==> src/rtl/sparse_pe_scheduler_if.sv <==
// -----------------------------------------------------------------------------
// sparse_pe_scheduler_if
//
// Bundles the layer-control, loader handshake and PE issue signals of the
// sparse PE scheduler. The clock and reset stay plain ports on the module.
//
// Signals (direction as seen by the scheduler, i.e. the slave modport):
//   start              in   one-cycle pulse that begins a layer
//   num_in_ch          in   input channel count, sampled on accepted start
//   feature_valid_num  in   nonzero feature count of the presented channel
//   weight_valid_num   in   nonzero weight count of the presented channel
//   load_ack           in   loader data for ch_idx valid this cycle
//   stall              in   downstream accumulator cannot accept products
//   load_req           out  request to the loader for channel ch_idx
//   ch_idx             out  current input channel
//   pe_in_valid        out  PE issue strobe
//   curr_pixel         out  feature group index (4 pixels per group)
//   curr_weight        out  nonzero weight index
//   busy               out  layer in progress
//   done               out  one-cycle layer completion pulse
// -----------------------------------------------------------------------------
interface sparse_pe_scheduler_if #(
  parameter int double_word_length = 16
);
  logic                          start;
  logic [double_word_length-1:0] num_in_ch;
  logic [double_word_length-1:0] feature_valid_num;
  logic [double_word_length-1:0] weight_valid_num;
  logic                          load_ack;
  logic                          stall;
  logic                          load_req;
  logic [double_word_length-1:0] ch_idx;
  logic                          pe_in_valid;
  logic [double_word_length-1:0] curr_pixel;
  logic [double_word_length-1:0] curr_weight;
  logic                          busy;
  logic                          done;

  // Driver side: the layer controller, loader and accumulator.
  modport master (
    output start, num_in_ch, feature_valid_num, weight_valid_num, load_ack, stall,
    input  load_req, ch_idx, pe_in_valid, curr_pixel, curr_weight, busy, done
  );

  // Scheduler side.
  modport slave (
    input  start, num_in_ch, feature_valid_num, weight_valid_num, load_ack, stall,
    output load_req, ch_idx, pe_in_valid, curr_pixel, curr_weight, busy, done
  );
endinterface

==> src/rtl/sparse_pe_scheduler.sv <==
// -----------------------------------------------------------------------------
// sparse_pe_scheduler
//
// Walks one convolution layer channel by channel. For each input channel it
// requests the channel from the loader, latches the nonzero feature/weight
// counts, then issues every (weight, feature-group) pair to the PE array once,
// weight-outer and pixel-group-inner. After the final issue of a channel it
// waits pe_latency cycles for the PE pipeline to empty, then moves on to the
// next channel or finishes the layer with a one-cycle done pulse.
//
// Ports:
//   clk   sole clock, rising edge
//   rst   asynchronous, active-high reset
//   bus   sparse_pe_scheduler_if.slave (start/count inputs, loader handshake,
//         stall, issue indices, busy/done)
//
// Parameters:
//   double_word_length  width of all counts and indices
//   pe_latency          drain cycles after the last PE issue of a channel
// -----------------------------------------------------------------------------
module sparse_pe_scheduler #(
  parameter int double_word_length = 16,
  parameter int pe_latency         = 2
) (
  input logic                   clk,
  input logic                   rst,
  sparse_pe_scheduler_if.slave  bus
);

  localparam int DW = double_word_length;
  localparam logic [DW-1:0] PE_LAT = DW'(pe_latency);
  localparam logic [DW-1:0] ONE    = DW'(1);

  typedef enum logic [2:0] {
    ST_IDLE,
    ST_LOAD,
    ST_RUN,
    ST_DRAIN,
    ST_DONE
  } state_e;

  // ---------------------------------------------------------------------------
  // State
  // ---------------------------------------------------------------------------
  state_e          state_q,       state_d;
  logic [DW-1:0]   num_ch_q,      num_ch_d;
  logic [DW-1:0]   ch_idx_q,      ch_idx_d;
  logic [DW-1:0]   groups_q,      groups_d;
  logic [DW-1:0]   weights_q,     weights_d;
  logic [DW-1:0]   pixel_q,       pixel_d;
  logic [DW-1:0]   weight_idx_q,  weight_idx_d;
  logic [DW-1:0]   drain_q,       drain_d;
  logic            load_req_q,    load_req_d;
  logic            busy_q,        busy_d;
  logic            done_q,        done_d;

  // ---------------------------------------------------------------------------
  // Helper arithmetic
  // ---------------------------------------------------------------------------
  // Group count is ceil(features / 4). The sum carries one extra bit so an
  // all-ones feature count rounds up instead of wrapping to zero groups.
  logic [DW:0]   feat_sum;
  logic [DW-1:0] groups_calc;
  assign feat_sum    = {1'b0, bus.feature_valid_num} + (DW+1)'(3);
  assign groups_calc = DW'(feat_sum >> 2);

  // Channel advance: compared one bit wider so ch_idx+1 cannot wrap.
  logic [DW:0]   ch_next;
  logic          last_ch;
  state_e        adv_state;
  logic [DW-1:0] adv_ch;
  assign ch_next   = {1'b0, ch_idx_q} + (DW+1)'(1);
  assign last_ch   = (ch_next >= {1'b0, num_ch_q});
  assign adv_state = last_ch ? ST_DONE : ST_LOAD;
  assign adv_ch    = last_ch ? ch_idx_q : (ch_idx_q + ONE);

  logic last_pixel;
  logic last_weight;
  assign last_pixel  = (pixel_q == groups_q - ONE);
  assign last_weight = (weight_idx_q == weights_q - ONE);

  // ---------------------------------------------------------------------------
  // Next-state logic
  // ---------------------------------------------------------------------------
  always_comb begin
    // NOTE: every _d gets its hold value first so no path through the case
    // leaves a variable unassigned, which would otherwise infer a latch.
    state_d      = state_q;
    num_ch_d     = num_ch_q;
    ch_idx_d     = ch_idx_q;
    groups_d     = groups_q;
    weights_d    = weights_q;
    pixel_d      = pixel_q;
    weight_idx_d = weight_idx_q;
    drain_d      = drain_q;

    unique case (state_q)
      ST_IDLE: begin
        if (bus.start) begin
          num_ch_d = bus.num_in_ch;
          ch_idx_d = '0;
          state_d  = (bus.num_in_ch != '0) ? ST_LOAD : ST_DONE;
        end
      end

      ST_LOAD: begin
        if (bus.load_ack) begin
          groups_d     = groups_calc;
          weights_d    = bus.weight_valid_num;
          pixel_d      = '0;
          weight_idx_d = '0;
          if ((groups_calc != '0) && (bus.weight_valid_num != '0)) begin
            state_d = ST_RUN;
          end else begin
            // Empty channel: skip straight to the next one with no issue.
            state_d  = adv_state;
            ch_idx_d = adv_ch;
          end
        end
      end

      ST_RUN: begin
        if (!bus.stall) begin
          if (last_pixel) begin
            if (last_weight) begin
              // Final pair issued: indices stay on their last values.
              state_d = ST_DRAIN;
              drain_d = PE_LAT;
            end else begin
              pixel_d      = '0;
              weight_idx_d = weight_idx_q + ONE;
            end
          end else begin
            pixel_d = pixel_q + ONE;
          end
        end
      end

      ST_DRAIN: begin
        // Counts down regardless of stall; a zero latency still spends one
        // cycle here.
        drain_d = (drain_q == '0) ? '0 : (drain_q - ONE);
        if (drain_q <= ONE) begin
          state_d  = adv_state;
          ch_idx_d = adv_ch;
        end
      end

      ST_DONE: begin
        state_d = ST_IDLE;
      end

      default: begin
        state_d = ST_IDLE;
      end
    endcase
  end

  // Outputs are decoded from the next state so they leave the flops aligned
  // with the state they describe.
  always_comb begin
    load_req_d = (state_d == ST_LOAD);
    busy_d     = (state_d == ST_LOAD) || (state_d == ST_RUN) || (state_d == ST_DRAIN);
    done_d     = (state_d == ST_DONE);
  end

  // ---------------------------------------------------------------------------
  // Registers
  // ---------------------------------------------------------------------------
  // NOTE: sequential state uses non-blocking assignments so every flop samples
  // the pre-edge values, independent of statement order.
  always_ff @(posedge clk or posedge rst) begin
    if (rst) begin
      state_q      <= ST_IDLE;
      num_ch_q     <= '0;
      ch_idx_q     <= '0;
      groups_q     <= '0;
      weights_q    <= '0;
      pixel_q      <= '0;
      weight_idx_q <= '0;
      drain_q      <= '0;
      load_req_q   <= 1'b0;
      busy_q       <= 1'b0;
      done_q       <= 1'b0;
    end else begin
      state_q      <= state_d;
      num_ch_q     <= num_ch_d;
      ch_idx_q     <= ch_idx_d;
      groups_q     <= groups_d;
      weights_q    <= weights_d;
      pixel_q      <= pixel_d;
      weight_idx_q <= weight_idx_d;
      drain_q      <= drain_d;
      load_req_q   <= load_req_d;
      busy_q       <= busy_d;
      done_q       <= done_d;
    end
  end

  // ---------------------------------------------------------------------------
  // Output drive
  // ---------------------------------------------------------------------------
  assign bus.load_req    = load_req_q;
  assign bus.busy        = busy_q;
  assign bus.done        = done_q;
  assign bus.ch_idx      = ch_idx_q;
  assign bus.curr_pixel  = pixel_q;
  assign bus.curr_weight = weight_idx_q;
  // The issue strobe reacts to stall in the same cycle so no product is
  // offered while the accumulator is blocked.
  assign bus.pe_in_valid = (state_q == ST_RUN) && !bus.stall;

endmodule

==> src/flat_wrapper.sv <==
// flat-port wrapper written by rule: the top's interface ports become plain ports
module sparse_pe_scheduler_flat 
#(
  parameter int double_word_length = 16,
  parameter int pe_latency         = 2
)
  (clk, rst, bus_start, bus_num_in_ch, bus_feature_valid_num, bus_weight_valid_num, bus_load_ack, bus_stall, bus_load_req, bus_ch_idx, bus_pe_in_valid, bus_curr_pixel, bus_curr_weight, bus_busy, bus_done);
  sparse_pe_scheduler_if #(.double_word_length(double_word_length)) bus_i ();
  input logic clk;
  input logic rst;
  input wire logic [$bits(bus_i.start)-1:0] bus_start;
  input wire logic [$bits(bus_i.num_in_ch)-1:0] bus_num_in_ch;
  input wire logic [$bits(bus_i.feature_valid_num)-1:0] bus_feature_valid_num;
  input wire logic [$bits(bus_i.weight_valid_num)-1:0] bus_weight_valid_num;
  input wire logic [$bits(bus_i.load_ack)-1:0] bus_load_ack;
  input wire logic [$bits(bus_i.stall)-1:0] bus_stall;
  output wire logic [$bits(bus_i.load_req)-1:0] bus_load_req;
  output wire logic [$bits(bus_i.ch_idx)-1:0] bus_ch_idx;
  output wire logic [$bits(bus_i.pe_in_valid)-1:0] bus_pe_in_valid;
  output wire logic [$bits(bus_i.curr_pixel)-1:0] bus_curr_pixel;
  output wire logic [$bits(bus_i.curr_weight)-1:0] bus_curr_weight;
  output wire logic [$bits(bus_i.busy)-1:0] bus_busy;
  output wire logic [$bits(bus_i.done)-1:0] bus_done;
  assign bus_i.start = bus_start;
  assign bus_i.num_in_ch = bus_num_in_ch;
  assign bus_i.feature_valid_num = bus_feature_valid_num;
  assign bus_i.weight_valid_num = bus_weight_valid_num;
  assign bus_i.load_ack = bus_load_ack;
  assign bus_i.stall = bus_stall;
  assign bus_load_req = bus_i.load_req;
  assign bus_ch_idx = bus_i.ch_idx;
  assign bus_pe_in_valid = bus_i.pe_in_valid;
  assign bus_curr_pixel = bus_i.curr_pixel;
  assign bus_curr_weight = bus_i.curr_weight;
  assign bus_busy = bus_i.busy;
  assign bus_done = bus_i.done;
  sparse_pe_scheduler #(.double_word_length(double_word_length), .pe_latency(pe_latency)) u_core (.clk(clk), .rst(rst), .bus(bus_i));
endmodule
==> config.mk <==
export PLATFORM = sky130hd
export DESIGN_NAME = sparse_pe_scheduler_flat
export DESIGN_NICKNAME = d
export VERILOG_FILES = /design/src/rtl/sparse_pe_scheduler_if.sv /design/src/rtl/sparse_pe_scheduler.sv /design/src/flat_wrapper.sv
export SDC_FILE = /design/constraint.sdc
export NUM_CORES = 1
export LEC_CHECK = 0
export CAP_MARGIN = 20
export CELL_PAD_IN_SITES_DETAIL_PLACEMENT = 0
export CELL_PAD_IN_SITES_GLOBAL_PLACEMENT = 1
export CORE_MARGIN = 3
export CORE_UTILIZATION = 34
export CTS_CLUSTER_DIAMETER = 80
export DETAILED_ROUTE_END_ITERATION = 10
export PLACE_DENSITY = 0.81
export RECOVER_POWER = 50
export SYNTH_ARGS = -nofsm -noshare
export SYNTH_HDL_FRONTEND = slang
export SYNTH_SLANG_ARGS = --single-unit
==> constraint.sdc <==
create_clock -name clk -period 4.23 [get_ports clk]
set_input_delay 1.0575 -clock clk [delete_from_list [all_inputs] [get_ports clk]]
set_output_delay 1.0575 -clock clk [all_outputs]
set_load 0.02 [all_outputs]
* Word-level counts from Yosys, hierarchy flattened
Index checks and enable logic that the tools add are counted.
Word-level totals: bits in registers 117, memory bits (read-only) 0, bits in writable memories 0, bits of input ports 53, memories 0, latch bits 0, output and inout bits 52, word-level logic and storage cells 88
Operators by class: bitwise logic cells 0, order comparisons 2, eq/ne operators 18, muxes and demuxes 30, $mul 0, shift operators 0, divide/modulo/power cells 0, add/sub/neg operators 8, reductions and logical operators 19
Operator list (number):
- 2-to-1 mux 16 bit | 16
- case mux 16 bit (2 select lines) | 3
- adder 16 x 1 -> 16 bit, second input constant | 3
- case mux 16 bit (3 select lines) | 1
- nonzero test 16 bit | 3
- == test 16 bit | 2
- subtractor 16 x 1 -> 16 bit, second input constant | 2
- 2-to-1 mux 3 bit | 9
- adder 16 x 1 -> 17 bit, second input constant | 1
- adder 16 x 2 -> 17 bit, second input constant | 1
- greater-or-equal comparator 17 x 16 -> 1 bit | 1
- less-or-equal comparator 16 x 1 -> 1 bit, second input constant | 1
- logical NOT 16 bit | 1
- subtractor 15 x 1 -> 16 bit, second input constant | 1
- == test 3 x 2 -> 1 bit, second input constant | 4
- case mux 3 bit (4 select lines) | 1
- inequality test 2 bit, second input constant | 5
- AND reduction 5 bit | 2
- AND reduction 4 bit | 2
- == test 3 x 1 -> 1 bit, second input constant | 2
- inequality test 2 x 1 -> 1 bit, second input constant | 3
- AND reduction 2 bit | 2
- nonzero test 2 bit | 2
- == test 3 bit, second input constant | 1
- 6 further kinds | 8

* Depth between registers and ports, before layout
word-level depth 9, mapped depth 16, mapped depth without buffers 15

* Worst setup path before layout
No wires, ideal clock.
kind register to register, start point register u_core.ch_idx_q[2] (netlist: u_core.bus.ch_idx[2]), end point register u_core.ch_idx_q[15] (netlist: u_core.bus.ch_idx[15]), setup time 79 ps, path slack 667 ps, required time 4151 ps, buffers on the path 1, stages on the path, launching flop included 16, arrival 3484 ps, path through dfrtp_1 -> nand3_1 -> nor4_1 -> nand3_1 -> xnor2_1 -> ha_1 -> a21o_1 -> a21oi_1 -> nor2b_1 -> o21ai_0 -> o311ai_0 -> a31oi_1 -> o21ai_0 -> a21oi_2 -> buf_2 -> mux2i_1
On the way: longest elaborated chain between the ends 6, elaborated cells on any way between the ends 8
Ends and longest elaborated chain:
- start: declaration | RTL line sparse_pe_scheduler.sv:47 | logic [DW-1:0] ch_idx_q, ch_idx_d;
- start signal: assignment | RTL line sparse_pe_scheduler.sv:188 | ch_idx_q <= ch_idx_d;
- adder 16 x 1 -> 17 bit | RTL line sparse_pe_scheduler.sv:72 | assign ch_next = {1'b0, ch_idx_q} + (DW+1)'(1);
- greater-or-equal comparator 17 x 16 -> 1 bit | RTL line sparse_pe_scheduler.sv:73 | assign last_ch = (ch_next >= {1'b0, num_ch_q});
- 2-to-1 mux 16 bit * | RTL line sparse_pe_scheduler.sv:75 | assign adv_ch = last_ch ? ch_idx_q : (ch_idx_q + ONE);
- 2-to-1 mux 16 bit | RTL line sparse_pe_scheduler.sv:112 | if ((groups_calc != '0) && (bus.weight_valid_num != '0)) begin
- 2-to-1 mux 16 bit | RTL line sparse_pe_scheduler.sv:107 | if (bus.load_ack) begin
- case mux 16 bit (3 select lines) * | RTL line sparse_pe_scheduler.sv:97 | unique case (state_q)
Mark *: on every way between the ends. The rest lies on a longest branch, timed or not. The select of a mux whose other input is x is not followed. A chain may end at the register's enable or synchronous reset.

* Final worst setup path
start point register u_core.ch_idx_q[2] (netlist: u_core.bus.ch_idx[2]), end point register u_core.ch_idx_q[3] (netlist: u_core.bus.ch_idx[3])
Same word-level chain as after synthesis.

==> impl_metrics.csv <==
group,metric,value,unit
finish,nNetsFinal,1057,
logic_synthesis,yosys.cell_types.count,70,
logic_synthesis,synth_largest_area_cell,"dfrtp_1",
logic_synthesis,postSynthCellCount,868,
clock_network,cts_sinks,117,
placed_design,place.port_buffers,104,
clock_network,cts_hold_buf,0,
routing,via_per_inst,5.22,
timing,fin_setup_tns,0,ps
routing,drc,0,
clock_network,cts_tree,"yes",
clock_network,numCtsBuffers,17,
placed_design,hpwl,14700,um
timing,setup_viol,0,
power_and_ir_drop,p_leak,3.88,nW
finish,drive_above_1_share,7.44,%
die,die_x,155,um
routing,ant_nets,0,
job,cap_violations,2,
critical_path,crit_chain,"nand3_1 > nor2_1 > and3_1 > nand2b_1 > xnor2_1 > ha_1 > a21o_1 > a21oi_1 > nor2b_1 > o21ai_0 > o311ai_0 > a31oi_1 > o21ai_0 > a21oi_2 > buf_4 > mux2i_1",
finish,final_area,9470,um^2
global_routing,grt_start_max_net_pins,57,
power_and_ir_drop,totalPowerFinal,5.69,mW
routing,postRouteWirelength,19900,um
logic_synthesis,ys_top_cells_by_area,"dfrtp_1 39%, nand2_1 7.1%, xnor2_1 5.8%, o21ai_0 4.5%, ha_1 3.8%",
die,rows,53,
critical_path,critPathMaxStageDelay,450,ps
timing,drv_slew,98,
routing,firstDrtPassIters,5,
die,core_area,21400,um^2
logic_synthesis,syn-cell-area,7520,um^2
placed_design,placed_cell_area,8920,um^2
timing,finClkSkew,19.6,ps
critical_path,cp_data_arrival_time,4240,ps
logic_synthesis,postSynthAreaPerCell,8.66,um^2
timing,holdWs,478,ps
global_routing,antenna_found_initial,0,
global_routing,grt_overflow,0,
critical_path,crit_top_cell,"o21ai_0",
clock_network,clk_pin_slew,60,ps
clock_network,post_cts_buffers,0,
finish,area_delta_synth_final,26.0,%
critical_path,crit_path_start_kind,"flip-flop",
logic_synthesis,synth_seq_cells,117,
clock_network,cts_buffer_depth,2,
hold_path,hold_depth,1,
die,dieHeight,155,um
die,start_util,35.2,%
global_routing,grt_pass1_vias,6585,
logic_synthesis,yosys_warnings,0,
routing,drt_iter0_drc,336,
logic_synthesis,synth_nets,944,
outcome,violations,"max-capacitance violations, max-slew violations",
clock_network,cts_resized,0,
finish,antenna_cells,0,
logic_synthesis,ys_seq_area_share,38.9,%
logic_synthesis,synth_edf_count,0,
timing,hold_violations,0,
critical_path,rr_worst_depth,16,
critical_path,path_class,"reg2reg",
routing,drt-wirelength-per-cell,15.7,um
routing,vias,6628,
hold_path,hold_class,"reg2reg",
clock_network,htreeDepth,4,
power_and_ir_drop,ir_drop,0.296,mV
timing,tightest_slew,2190,ps
placed_design,place.gp.congestion,0.843,
outcome,status,"finished with violations",
global_routing,grt_pass1_wl,33500,um
logic_synthesis,ys.flop_type,"dfrtp_1",
die,dieArea,23900,um^2
critical_path,crit_fanout,14,
critical_path,required,4580,ps
clock_network,clock_insertion_delay_worst_skew,430,ps
timing,fmax,257,MHz
logic_synthesis,async_flop_share,100,%
timing,relSlewSlack,-46.5,%
clock_network,root_buffer,"clkbuf_16",
power_and_ir_drop,p_per_area,601,nW/um^2
logic_synthesis,yosysTopAreaCellShare,38.9,%
timing,fin_crit_sh,91.9,%
critical_path,endpoint_kind,"flip-flop",
die,ios,105,
finish,final_core_util,44.4,%
critical_path,slowest_stage,"dfrtp_1",
timing,min_period,3890,ps
global_routing,grt_usage,17.1,%
[Yosys cell counts (9+ instances only)]
cell,number
xor2_1,25
o21ai_0,68
a31oi_1,9
or3_1,14
nand4_1,22
inv_1,53
o31ai_1,11
nor2b_1,10
nor2_1,51
nor3_1,19
nand2b_1,10
and2_1,11
a21oi_1,32
ha_1,23
mux2i_1,17
clkbuf_1,20
o21ai_1,11
nand3_1,27
dfrtp_1,117
nor4_1,18
xnor2_1,50
nand2_1,142
and3_1,12
[through the flow]
| stage | setup WS, ps | cells |
|---|---|---|
| finish | 345 | 1269 |
| global route | -18.7 | 1269 |
| CTS | 367 | 1268 |
| detailed placement | 406 | 1236 |
| global placement | 595 | 1236 |
| floorplan | 71.7 | 868 |
[sequential cells by signal (all words and copies together), names as in the netlist]
signal,cells
u_core.bus.ch_idx,16
u_core.bus.load_req,1
u_core.weights_q,16
u_core.num_ch_q,16
u_core.bus.curr_pixel,16
u_core.bus.busy,1
u_core.state_q,3
u_core.bus.done,1
u_core.groups_q,15
u_core.bus.curr_weight,16
u_core.drain_q,16
[worst paths after layout]
| path | from | endpoint | slack (ps) |
|---|---|---|---|
| setup / recovery | u_core.bus.ch_idx[2] | u_core.bus.ch_idx[3] | 340 |
| hold reg to reg | u_core.drain_q[14] | u_core.drain_q[14] | 480 |
| hold / removal | u_core.drain_q[14] | u_core.drain_q[14] | 480 |
| max in group asynchronous | rst | u_core.groups_q[11] | 780 |
| min in group asynchronous | rst | u_core.bus.done | 1820 |
| setup reg to reg | u_core.bus.ch_idx[2] | u_core.bus.ch_idx[3] | 340 |
[layout make-up]
type	instances	area, um^2
Fill cell	2129	11900
Timing Repair Buffer	123	1160
Multi-Input combinational cell	669	4270
Inverter	53	199
Clock buffer	17	425
Tap cell	275	344
Clock inverter	15	144
Sequential cell	117	2930
[report_power, final]
group / switching, mW / internal [mW]
registers: 0.444 / 1.47
logic: 1.34 / 1.04
clock network: 0.583 / 0.819
total: 2.37 / 3.32
[placed cells by master, fill, tap and decap left out, types with 4 or more instances in the layout]
cell / count
a21o_1: 6
a21oi_1: 32
a31o_1: 5
a31oi_1: 9
and2_1: 11
and3_1: 12
buf_4: 13
clkbuf_1: 4
clkbuf_16: 17
clkdlybuf4s50_1: 99
clkinv_4: 5
dfrtp_1: 117
dlygate4sd3_1: 5
ha_1: 23
inv_1: 53
inv_6: 6
mux2i_1: 17
nand2_1: 142
nand2b_1: 10
nand3_1: 27
nand3b_1: 6
nand4_1: 22
nor2_1: 51
nor2b_1: 10
nor3_1: 19
nor4_1: 17
nor4_4: 4
o21ai_0: 68
o21ai_1: 11
o31ai_1: 11
or3_1: 14
xnor2_1: 50
xor2_1: 25
[layer usage]
layer	track usage [%]	routed length (um)	up-vias
met3	3.47	891	17
met1	23.3	9430	3169
li1	-	-	3296
met2	27.5	9280	146
met5	0	0	-
met4	4.96	268	0
[critical path, delay by kind of cell, from the launching register on]
| kind | cells | cell delay [ps] |
|---|---|---|
| AND/OR/NAND/NOR | 5 | 780 |
| AO/OA/AOI/OAI | 7 | 1560 |
| adder cells (fa/ha/maj) | 1 | 290 |
| multiplexers | 1 | 230 |
| buffers and inverters | 1 | 280 |
| flip-flops | 1 | 450 |
| XOR/XNOR | 1 | 240 |
[cells by family (layout without fill, tap and decap cells)]
logic type,Yosys count,count (layout),synth area share (%)
AND/OR/NAND/NOR,365,365,24.7
AO/OA/AOI/OAI,184,184,16.3
flip-flops,117,117,38.9
buffers and inverters,82,208,4.38
XOR/XNOR,77,77,9.17
adder cells (fa/ha/maj),23,23,3.83
multiplexers,20,20,2.71
Power figures use the tool's default switching activity.
